File: src/rtl/tank_game_pkg.sv
// tank_game_pkg: shared slot state type, tank identifiers and counter widths
package tank_game_pkg;
    typedef enum logic {SLOT_FREE, SLOT_FLYING} slot_state_e;
    localparam logic TANK1 = 1'b0;
    localparam logic TANK2 = 1'b1;
    localparam int AGE_W = 10;
    localparam int CD_W = 6;
endpackage

File: src/rtl/bullet_slot_ctrl.sv
// bullet_slot_ctrl: one bullet slot -- FREE/FLYING state, frame-age counter, owner register
//   CLK, RESET   clock, synchronous active-high reset
//   tick         one-cycle frame strobe
//   flush        forces the slot FREE on the next cycle (round not in play)
//   grant        allocate this slot; owner_in is the tank being granted
//   hit          tank collision, frees a FLYING slot on the next cycle
//   create       one-cycle pulse after the slot is allocated
//   active       slot is FLYING
//   owner        owning tank, held while FLYING
module bullet_slot_ctrl
    import tank_game_pkg::*;
#(
    parameter logic [AGE_W-1:0] LIFETIME = 10'd300
) (
    input  logic CLK,
    input  logic RESET,
    input  logic tick,
    input  logic flush,
    input  logic grant,
    input  logic owner_in,
    input  logic hit,
    output logic create,
    output logic active,
    output logic owner
);
    slot_state_e state, state_nx;
    logic [AGE_W-1:0] age, age_nx;
    logic owner_nx;

    always_ff @(posedge CLK) begin
        if (RESET) begin
            state  <= SLOT_FREE;
            age    <= '0;
            owner  <= TANK1;
            create <= 1'b0;
        end else begin
            state  <= state_nx;
            age    <= age_nx;
            owner  <= owner_nx;
            create <= grant & (state == SLOT_FREE) & ~flush;
        end
    end

    // hit outranks expiry; an expiring slot is still FLYING during its last tick
    always_comb begin
        state_nx = state;
        age_nx   = age;
        owner_nx = owner;
        if (flush)
            state_nx = SLOT_FREE;
        else if (state == SLOT_FREE) begin
            if (grant) begin
                state_nx = SLOT_FLYING;
                age_nx   = LIFETIME;
                owner_nx = owner_in;
            end
        end else if (hit)
            state_nx = SLOT_FREE;
        else if (tick) begin
            age_nx   = age - AGE_W'(1);
            state_nx = (age == AGE_W'(1)) ? SLOT_FREE : SLOT_FLYING;
        end
    end

    assign active = (state == SLOT_FLYING);
endmodule

File: src/rtl/bullet_pool_arbiter.sv
// bullet_pool_arbiter: allocates bullet slots to two tanks once per frame with live limit and cooldown
//   CLK, RESET        clock, synchronous active-high reset
//   vs                VGA vsync (active-low); its falling edge is the frame tick
//   game_active       round in play; low frees every slot and clears cooldowns
//   fire_req[1:0]     level fire request, bit 0 tank1, bit 1 tank2
//   slot_hit          per-slot collision, frees that slot next cycle
//   fire_grant[1:0]   one-cycle pulse per accepted request
//   slot_create       one-cycle pulse to each bullet's create input
//   slot_owner        0 tank1, 1 tank2
//   slot_active       slot is FLYING
//   live_count1/2     registered count of live slots per tank
// Build option BULLET_POOL_SHARED_EN: any slot serves either tank with round-robin
// contention; otherwise the lower half of the pool is tank1's and the upper half tank2's.
module bullet_pool_arbiter
    import tank_game_pkg::*;
#(
    parameter int NUM_SLOTS = 6,
    parameter int MAX_PER_TANK = 3,
    parameter logic [AGE_W-1:0] LIFETIME = 10'd300,
    parameter logic [CD_W-1:0] COOLDOWN = 6'd8
) (
    input  logic CLK,
    input  logic RESET,
    input  logic vs,
    input  logic game_active,
    input  logic [1:0] fire_req,
    input  logic [NUM_SLOTS-1:0] slot_hit,
    output logic [1:0] fire_grant,
    output logic [NUM_SLOTS-1:0] slot_create,
    output logic [NUM_SLOTS-1:0] slot_owner,
    output logic [NUM_SLOTS-1:0] slot_active,
    output logic [2:0] live_count1,
    output logic [2:0] live_count2
);
`ifdef BULLET_POOL_SHARED_EN
    localparam int MAX_EFF = MAX_PER_TANK;
`else
    localparam int HALF = NUM_SLOTS / 2;
    localparam int MAX_EFF = (MAX_PER_TANK < HALF) ? MAX_PER_TANK : HALF;
    localparam logic [NUM_SLOTS-1:0] HI_MASK = {NUM_SLOTS{1'b1}} << HALF;
`endif
    localparam logic [2:0] MAX_EFF3 = 3'(MAX_EFF);

    logic vs_d, tick;
    logic [1:0] req_prev, elig, has_free, grant_now;
    logic [CD_W-1:0] cd [2];
    logic [2:0] cnt1, cnt2;
    logic [NUM_SLOTS-1:0] free, gnt1, gnt2, own_in;

    assign tick = vs_d & ~vs;
    assign free = ~slot_active;
    assign cnt1 = 3'($countones(slot_active & ~slot_owner));
    assign cnt2 = 3'($countones(slot_active & slot_owner));

    assign elig[0] = tick & game_active & fire_req[0] & ~req_prev[0] & (cd[0] == '0)
                   & (cnt1 < MAX_EFF3) & has_free[0];
    assign elig[1] = tick & game_active & fire_req[1] & ~req_prev[1] & (cd[1] == '0)
                   & (cnt2 < MAX_EFF3) & has_free[1];

`ifdef BULLET_POOL_SHARED_EN
    logic ptr;
    logic [NUM_SLOTS-1:0] f1, f2, rest;
    // x & -x isolates the lowest set bit: f1 lowest free slot, f2 the next one
    assign f1 = free & -free;
    assign rest = free & ~f1;
    assign f2 = rest & -rest;
    assign has_free = {2{|free}};
    // under contention the pointer's tank takes f1; the other gets f2, empty if only one was free
    assign gnt1 = elig[0] ? ((&elig && ptr == TANK2) ? f2 : f1) : '0;
    assign gnt2 = elig[1] ? ((&elig && ptr == TANK1) ? f2 : f1) : '0;
    assign own_in = gnt2;
    always_ff @(posedge CLK)
        ptr <= RESET ? TANK1 : (&elig ? ~ptr : ptr);
`else
    logic [NUM_SLOTS-1:0] fr1, fr2;
    assign fr1 = free & ~HI_MASK;
    assign fr2 = free & HI_MASK;
    assign has_free = {|fr2, |fr1};
    assign gnt1 = elig[0] ? (fr1 & -fr1) : '0;
    assign gnt2 = elig[1] ? (fr2 & -fr2) : '0;
    assign own_in = HI_MASK;
`endif

    assign grant_now = {|gnt2, |gnt1};

    always_ff @(posedge CLK) begin
        if (RESET) begin
            vs_d        <= 1'b0;
            req_prev    <= '0;
            fire_grant  <= '0;
            cd[0]       <= '0;
            cd[1]       <= '0;
            live_count1 <= '0;
            live_count2 <= '0;
        end else begin
            vs_d        <= vs;
            req_prev    <= tick ? fire_req : req_prev;
            fire_grant  <= grant_now;
            live_count1 <= cnt1;
            live_count2 <= cnt2;
            for (int t = 0; t < 2; t++)
                cd[t] <= !game_active ? '0 :
                         grant_now[t] ? COOLDOWN :
                         (tick && cd[t] != '0) ? cd[t] - CD_W'(1) : cd[t];
        end
    end

    for (genvar i = 0; i < NUM_SLOTS; i++) begin : g_slot
        bullet_slot_ctrl #(.LIFETIME(LIFETIME)) u_slot (
            .CLK      (CLK),
            .RESET    (RESET),
            .tick     (tick),
            .flush    (~game_active),
            .grant    (gnt1[i] | gnt2[i]),
            .owner_in (own_in[i]),
            .hit      (slot_hit[i]),
            .create   (slot_create[i]),
            .active   (slot_active[i]),
            .owner    (slot_owner[i])
        );
    end
endmodule

File: config.mk
export PLATFORM = sky130hd
export DESIGN_NAME = bullet_pool_arbiter
export DESIGN_NICKNAME = d
export VERILOG_FILES = /design/src/rtl/tank_game_pkg.sv /design/src/rtl/bullet_slot_ctrl.sv /design/src/rtl/bullet_pool_arbiter.sv
export SDC_FILE = /design/constraint.sdc
export NUM_CORES = 1
export LEC_CHECK = 0
export ABC_CLOCK_PERIOD_IN_PS = 5300
export CORE_UTILIZATION = 59
export DETAILED_ROUTE_END_ITERATION = 12
export PLACE_DENSITY = 0.86
export REMOVE_ABC_BUFFERS = 1
export SYNTH_ARGS = -nofsm -noshare
export SYNTH_HDL_FRONTEND = slang
export SYNTH_SLANG_ARGS = --single-unit
File: constraint.sdc
create_clock -name CLK -period 5.3 [get_ports CLK]
set_input_delay 0.795 -clock CLK [delete_from_list [all_inputs] [get_ports CLK]]
set_output_delay 0.795 -clock CLK [all_outputs]
set_load 0.05 [all_outputs]
==> results.json, run 1 <==
{
  "setup_viol": 0,
  "clock_skew_ns": 0.00815,
  "syn_avg_cell_area_um2": 8.34,
  "final_cell_area_um2": 5470,
  "crit_chain": "nor2b_1 -> fa_1 -> fa_1 -> ha_1 -> inv_1 -> fa_1 -> nand2b_1 -> and4_1 -> a31oi_1 -> a2111oi_0 -> a31o_2",
  "dp_cells": 696,
  "timing.slew.headroom_pct": 43.0,
  "htreeDepth": 3,
  "layout.cells.non_filler": 712,
  "r2r_cells": 11,
  "reg2reg_to": "g_slot[1].u_slot.age[8]",
  "ys_seq_area_share_pct": 38.9,
  "synth_area_leader_cell": "dfxtp_1",
  "grt_pass1_wl_um": 19100,
  "drv_cap": 0,
  "wl_um": 11600,
  "start_kind": "register",
  "vias": 4538,
  "synth_flop_cell": "dfxtp_1",
  "die_w_um": 93.9,
  "synth-async-reset-ratio_pct": 0,
  "diodes": 0,
  "power.leakage_nw": 1.86,
  "path_depth": 11,
  "synth-seq-cells": 97,
  "syn-cell-area_um2": 4990,
  "r2r_slack_ns": 1.35,
  "hold_buffers": 0,
  "portBuffers": 33,
  "path_max_fanout": 19,
  "vdd_drop_max_mv": 0.144,
  "hold_path.class": "register to register",
  "syn2layout_area_growth_pct": 9.66,
  "critPathMaxStageDelay_ns": 0.72,
  "post_cts_resized": 0,
  "cp_common_cell": "fa_1",
  "viasPerCell": 6.37,
  "cts.sinks": 97,
  "clk_pin_slew_ns": 0.09,
  "initial_core_util_pct": 60.7,
  "first_pass_iters": 4,
  "crit_slowest_cell": "dfxtp_1",
  "grt_pass1_vias": 4162,
  "ys_types": 55,
  "gp_congestion": 0.849,
  "place_area_um2": 5220,
  "ant_nets": 0,
  "die_y_um": 93.9,
  "status": "complete, no violations",
  "rsz0062_at_grt": "false",
  "required_ns": 5.62,
  "total_power_mw": 1.38,
  "ctsRootBufferMaster": "clkbuf_8",
  "drive_gt1_share_pct": 5.27,
  "period_minus_slack_ns": 3.95,
  "cp-startpoint": "g_slot[3].u_slot.active",
  "finalMaxSlewViolations": 0,
  "post-route-drc-count": 0,
  "place.detailed.hpwl_um": 7910,
  "nNetsFinal": 633,
  "clk_latency_ns": 0.37,
  "numCtsBuffers": 9,
  "rows": 33,
  "die_area_um2": 8820,
  "synth_edf_count": 0,
  "pin_count": 38,
  "core_area_um2": 8220,
  "tightest_slew_ns": 0.847,
  "antenna_found_initial": 0,
  "yosysWarnings": 0,
  "fin_tns_setup_ns": 0,
  "cts_tree": "built",
  "wl_per_cell_um": 16.3,
  "grt_max_degree": 40,
  "max_freq_mhz": 253,
  "cp.arrival_ns": 4.26,
  "cp-end-kind": "register",
  "post-cts-setup-buffers": 0,
  "grt.overflow.total": 0,
  "clockBufferDepth": 2,
  "p_per_area_nw_per_um2": 252,
  "cp_num_buf_inv": 1,
  "final.fill_count": 662,
  "critPathKind": "register to register",
  "syn_inst": 598,
  "grt_usage_pct": 27.6,
  "synth.area.top_cells": "dfxtp_1, a21oi_1, a311oi_1",
  "synth_top_area_share_pct": 38.9,
  "r2r-start": "g_slot[3].u_slot.active",
  "detailedRoute.firstIterationViolations": 240,
  "final.period_utilization_pct": 74.5,
  "crit_path_end": "g_slot[1].u_slot.age[8]",
  "hold_viol": 0,
  "critical-path-top-delay-family": "adder cells"
}
-- worst register-to-register path, delay by kind of cell, from the launching register on --
kind / cells / cell delay, ns
fa+ha+maj: 4 / 1.59
compound gates: 3 / 0.82
flops: 1 / 0.72
simple gates: 3 / 0.71
buf+inv: 1 / 0.04
-- metal layers --
metal | share of wire (%) | track usage [%]
met4 | 2.1 | 12.4
met3 | 7.5 | 6.80
met1 | 43 | 35.6
met5 | 0 | 0
met2 | 47 | 43.5
-- report_power, final --
part	internal, mW	leakage [nW]	switching (mW)
clock	0.326	0.120	0.259
sequential	0.731	0.782	0.00307
combinational	0.0179	0.955	0.0406
total	1.07	1.86	0.303
-- state kept, by name, indices dropped and copies added (netlist names) --
name                  flops
g_slot.u_slot.age        60
cd                       12
g_slot.u_slot.active      6
g_slot.u_slot.create      6
g_slot.u_slot.owner       3
live_count1               3
fire_grant                2
live_count2               2
req_prev                  2
vs_d                      1
-- worst min path at each step --
| stage | startpoint | endpoint | slack, ns | cells past startpoint |
|---|---|---|---|---|
| after floorplan | req_prev[1] | req_prev[1] | 0.43 | 2 |
| after global placement | req_prev[1] | req_prev[1] | 0.44 | 2 |
| after detailed placement | req_prev[0] | req_prev[0] | 0.46 | 2 |
| after CTS | req_prev[0] | req_prev[0] | 0.47 | 2 |
| after global routing | g_slot[5].u_slot.age[7] | g_slot[5].u_slot.age[7] | 0.50 | 1 |
| final | req_prev[0] | req_prev[0] | 0.48 | 2 |
-- through the flow --
step	util (%)	setup WS (ns)	hold WS, ns
6_report	66.5	1.35	0.476
3_3_place_gp	63.6	1.61	0.445
5_1_grt	66.5	1.11	0.501
4_1_cts	66.5	1.39	0.473
2_1_floorplan	-	1.53	0.431
3_5_place_dp	63.6	1.45	0.461
-- cells by family (layout without fill, tap and decap cells) --
logic type,count (synthesis),after routing,share of synthesized area (%)
AND/OR/NAND/NOR,236,236,25.0
AO/OA/AOI/OAI,164,164,21.9
flip-flops,97,97,38.9
buffers and inverters,71,77,6.95
adder cells (fa/ha/maj),19,19,5.37
XOR/XNOR,10,10,1.76
other,1,4,0.0752
-- Yosys cell counts (all sizes together), types with 5 or more instances --
library cell / instances
and2: 5
xor2: 6
a311oi: 30
nand4b: 5
a31oi: 20
a211oi: 9
nand2b: 20
ha: 15
or3: 6
nand3b: 9
nand2: 45
dfxtp: 97
a21oi: 52
nor2: 59
o31ai: 12
inv: 25
nor3: 26
nor2b: 18
nand3: 13
buf: 26
clkbuf: 20
o21ai: 21
nand4: 5
or4: 11
-- cell usage in the layout, fill, tap and decap left out, types with 2 or more instances in the layout --
cell type / n
dfxtp_1: 97
nor2_1: 59
a21oi_1: 52
nand2_1: 45
clkdlybuf4s50_1: 32
a311oi_1: 29
inv_1: 25
nor3_1: 24
o21ai_0: 20
nand2b_1: 20
a31oi_1: 20
nor2b_1: 18
ha_1: 15
nand3_1: 13
o31ai_1: 11
clkbuf_8: 10
or4_1: 9
a211oi_1: 9
nand3b_1: 8
or3_1: 6
xor2_1: 6
nand4b_1: 5
nand4_1: 5
and2_1: 4
a21o_1: 4
o41ai_1: 4
xnor2_1: 4
nor4_1: 4
fa_1: 4
conb_1: 4
nor3b_1: 3
a31o_2: 3
bufinv_16: 3
buf_4: 3
nor3_2: 2
and3b_1: 2
nor4b_1: 2
or4_4: 2
-- cell type report --
class / count / area, um2 / area share [%]
multi-input cells: 433 / 2710 / 49.5
flip-flops and latches: 97 / 1940 / 35.5
repair buffers: 36 / 348 / 6.36
clock buffers: 11 / 141 / 2.59
well taps: 105 / 131 / 2.40
clock inverters: 5 / 103 / 1.88
inverters: 25 / 93.8 / 1.72
Note: power is estimated with default switching activity, not from simulation.
==> run 2, diff against run 1 <==
--- a/config.mk
+++ b/config.mk
@@ -5,10 +5,10 @@
 export SDC_FILE = /design/constraint.sdc
 export NUM_CORES = 1
 export LEC_CHECK = 0
-export ABC_CLOCK_PERIOD_IN_PS = 5300
-export CORE_UTILIZATION = 59
+export ABC_CLOCK_PERIOD_IN_PS = 3570
+export CORE_UTILIZATION = 53
 export DETAILED_ROUTE_END_ITERATION = 12
-export PLACE_DENSITY = 0.86
+export PLACE_DENSITY = 0.82
 export REMOVE_ABC_BUFFERS = 1
 export SYNTH_ARGS = -nofsm -noshare
 export SYNTH_HDL_FRONTEND = slang
==> constraint.sdc (replaced) <==
create_clock -name CLK -period 3.57 [get_ports CLK]
set_input_delay 0.5355 -clock CLK [delete_from_list [all_inputs] [get_ports CLK]]
set_output_delay 0.5355 -clock CLK [all_outputs]
set_load 0.05 [all_outputs]
==> run 2 against run 1 <==
Total power rose by 43%. Non-clock buffer count grew 9. Clock skew increased by 0.0076 ns. Wire length shrank 0.36%. Setup slack worse by 1.2 ns. Via count is 0.82% lower. Combinational power is 53% higher. Critical path depth unchanged. Global-route usage shrank 3.1 points. Critical path type unchanged. Largest cell class unchanged. Largest power group unchanged.
==> results.json, run 2 (synthesis gave the netlist of run 1 again) <==
{
  "status": "complete, no violations",
  "clk_latency_ns": 0.37,
  "syn2layout_area_growth_pct": 10.6,
  "crit_chain": "nor2b_1 -> fa_1 -> fa_1 -> ha_1 -> inv_1 -> fa_1 -> nand2b_1 -> and4_1 -> a31o_2 -> a21oi_1 -> a311oi_1",
  "power.leakage_nw": 1.89,
  "wl_per_cell_um": 15.9,
  "hold_viol": 0,
  "grt_usage_pct": 24.5,
  "die_w_um": 99.0,
  "post-cts-setup-buffers": 0,
  "p_clk_share_pct": 40.2,
  "swShare_pct": 23.6,
  "clk_pin_slew_ns": 0.10,
  "pwr-share-comb_pct": 4.5,
  "place.detailed.hpwl_um": 8160,
  "detailedRoute.firstIterationViolations": 211,
  "finalMaxSlewViolations": 0,
  "final_cell_area_um2": 5520,
  "grt_max_degree": 42,
  "layout_common_cells": "dfxtp_1, nor2_1, a21oi_1, nand2_1, clkdlybuf4s50_1",
  "critPathMaxStageDelay_ns": 0.50,
  "timing.slew.headroom_pct": 40.1,
  "path_max_fanout": 10,
  "grt_pass1_vias": 4236,
  "r2r-start": "g_slot[3].u_slot.owner",
  "die_y_um": 99.0,
  "switchingPower_uw": 465,
  "ant_nets": 0,
  "gp_congestion": 0.857,
  "antenna_found_initial": 0,
  "start_kind": "register",
  "post_cts_resized": 0,
  "max_freq_mhz": 296,
  "cts_tree": "built",
  "die_area_um2": 9800,
  "p_per_area_nw_per_um2": 358,
  "critPathKind": "register to register",
  "tightest_slew_ns": 0.891,
  "hp-start": "req_prev[1]",
  "cts.sinks": 97,
  "reg2reg_to": "g_slot[0].u_slot.age[3]",
  "wl_um": 11600,
  "drive_gt1_share_pct": 6.67,
  "grt.overflow.total": 0,
  "vdd_drop_max_mv": 0.166,
  "place_area_um2": 5300,
  "numCtsBuffers": 9,
  "r2r_cells": 11,
  "ctsRootBufferMaster": "clkbuf_8",
  "hold-path-cell-count": 2,
  "required_ns": 3.85,
  "period_minus_slack_ns": 3.38,
  "initial_core_util_pct": 54.2,
  "cp_common_cell": "fa_1",
  "hold_path.class": "register to register",
  "vias": 4501,
  "final_util_pct": 60.0,
  "largest_register_ffs": 60,
  "drv_cap": 0,
  "final.period_utilization_pct": 94.6,
  "regMostFlops": "g_slot.u_slot.age",
  "cp-end-kind": "register",
  "first_pass_iters": 5,
  "crit_slowest_cell": "fa_1",
  "cp.arrival_ns": 3.66,
  "reg_top3": "g_slot.u_slot.age x60, cd x12",
  "clockBufferDepth": 2,
  "core_area_um2": 9200,
  "pin_count": 38,
  "setup_viol": 0,
  "rsz0062_at_grt": "true",
  "mostFrequentLayoutCell": "dfxtp_1",
  "grt_pass1_wl_um": 19500,
  "nNetsFinal": 642,
  "seq_power_share_pct": 55.2,
  "post-route-drc-count": 0,
  "portBuffers": 33,
  "htreeDepth": 3,
  "worstHoldEndpoint": "req_prev[1]",
  "internal_power_mw": 1.51,
  "hold_buffers": 0,
  "viasPerCell": 6.20,
  "clock_skew_ns": 0.0157,
  "r2r_slack_ns": 0.19,
  "diodes": 0,
  "rows": 35
}
-- run 2: cell count changes in the layout (fill, tap and decap cells not counted) --
| cell | change |
|---|---|
| buf_4 | +9 |
| inv_6 | +1 |
| clkinvlp_4 | +1 |
| clkinv_2 | -1 |
| clkbuf_1 | -1 |
| bufinv_16 | -1 |
| clkinv_4 | +1 |
| clkbuf_8 | -1 |
-- run 2: worst max path at each step --
stage / cells past startpoint / slack (ns) / endpoint / from
2_1_floorplan: 11 / -0.20 / g_slot[1].u_slot.age[8] / g_slot[3].u_slot.active
3_3_place_gp: 11 / 0.33 / g_slot[0].u_slot.age[8] / g_slot[3].u_slot.active
3_5_place_dp: 11 / 0.22 / g_slot[0].u_slot.age[3] / g_slot[3].u_slot.owner
4_1_cts: 11 / 0.21 / g_slot[0].u_slot.age[3] / g_slot[3].u_slot.owner
5_1_grt: 11 / -0.04 / g_slot[2].u_slot.age[7] / g_slot[3].u_slot.owner
6_report: 11 / 0.19 / g_slot[0].u_slot.age[3] / g_slot[3].u_slot.owner
-- run 2: per-stage QoR --
step	std cells	TNS, ns	total power [mW]	setup WS (ns)	hold slack [ns]
2_1_floorplan	555	-2.68	1.16	-0.200	0.431
3_3_place_gp	711	0	1.20	0.327	0.444
3_5_place_dp	711	0	1.20	0.217	0.455
4_1_cts	726	0	1.98	0.208	0.469
5_1_grt	726	-0.0981	2.03	-0.0447	0.511
6_report	726	0	1.97	0.193	0.473
-- run 2: layout make-up --
| type | instances | area, um2 |
|---|---|---|
| flip-flops and latches | 97 | 1940 |
| well taps | 111 | 139 |
| inverters | 25 | 93.8 |
| clock buffers | 9 | 124 |
| multi-input cells | 433 | 2710 |
| repair buffers | 45 | 415 |
| clock inverters | 6 | 92.6 |
| fillers | 795 | 3680 |
-- run 2: critical path: cells and delay by family, from the launching register on --
kind            cells  cell delay [ns]
fa+ha+maj           4             1.59
buf+inv             1             0.04
simple gates        3             0.61
flops               1             0.35
compound gates      3             0.69
-- run 2: metal layers --
layer  wire length, um  vias to the layer above  GRT usage [%]
li1                  -                     2189              -
met1              5140                     2133           31.8
met2              5440                      151           40.6
met3               636                       28           2.77
met4               351                        0           11.7
met5                 0                        -              0
-- run 2: power groups by stage --
stage	Sequential, mW	Clock, mW	Combinational (mW)
detailed placement	1.11	0	0.0881
finish	1.09	0.794	0.0895
CTS	1.09	0.799	0.0882
global route	1.09	0.843	0.0960
floorplan	1.12	0	0.0409
global placement	1.11	0	0.0862
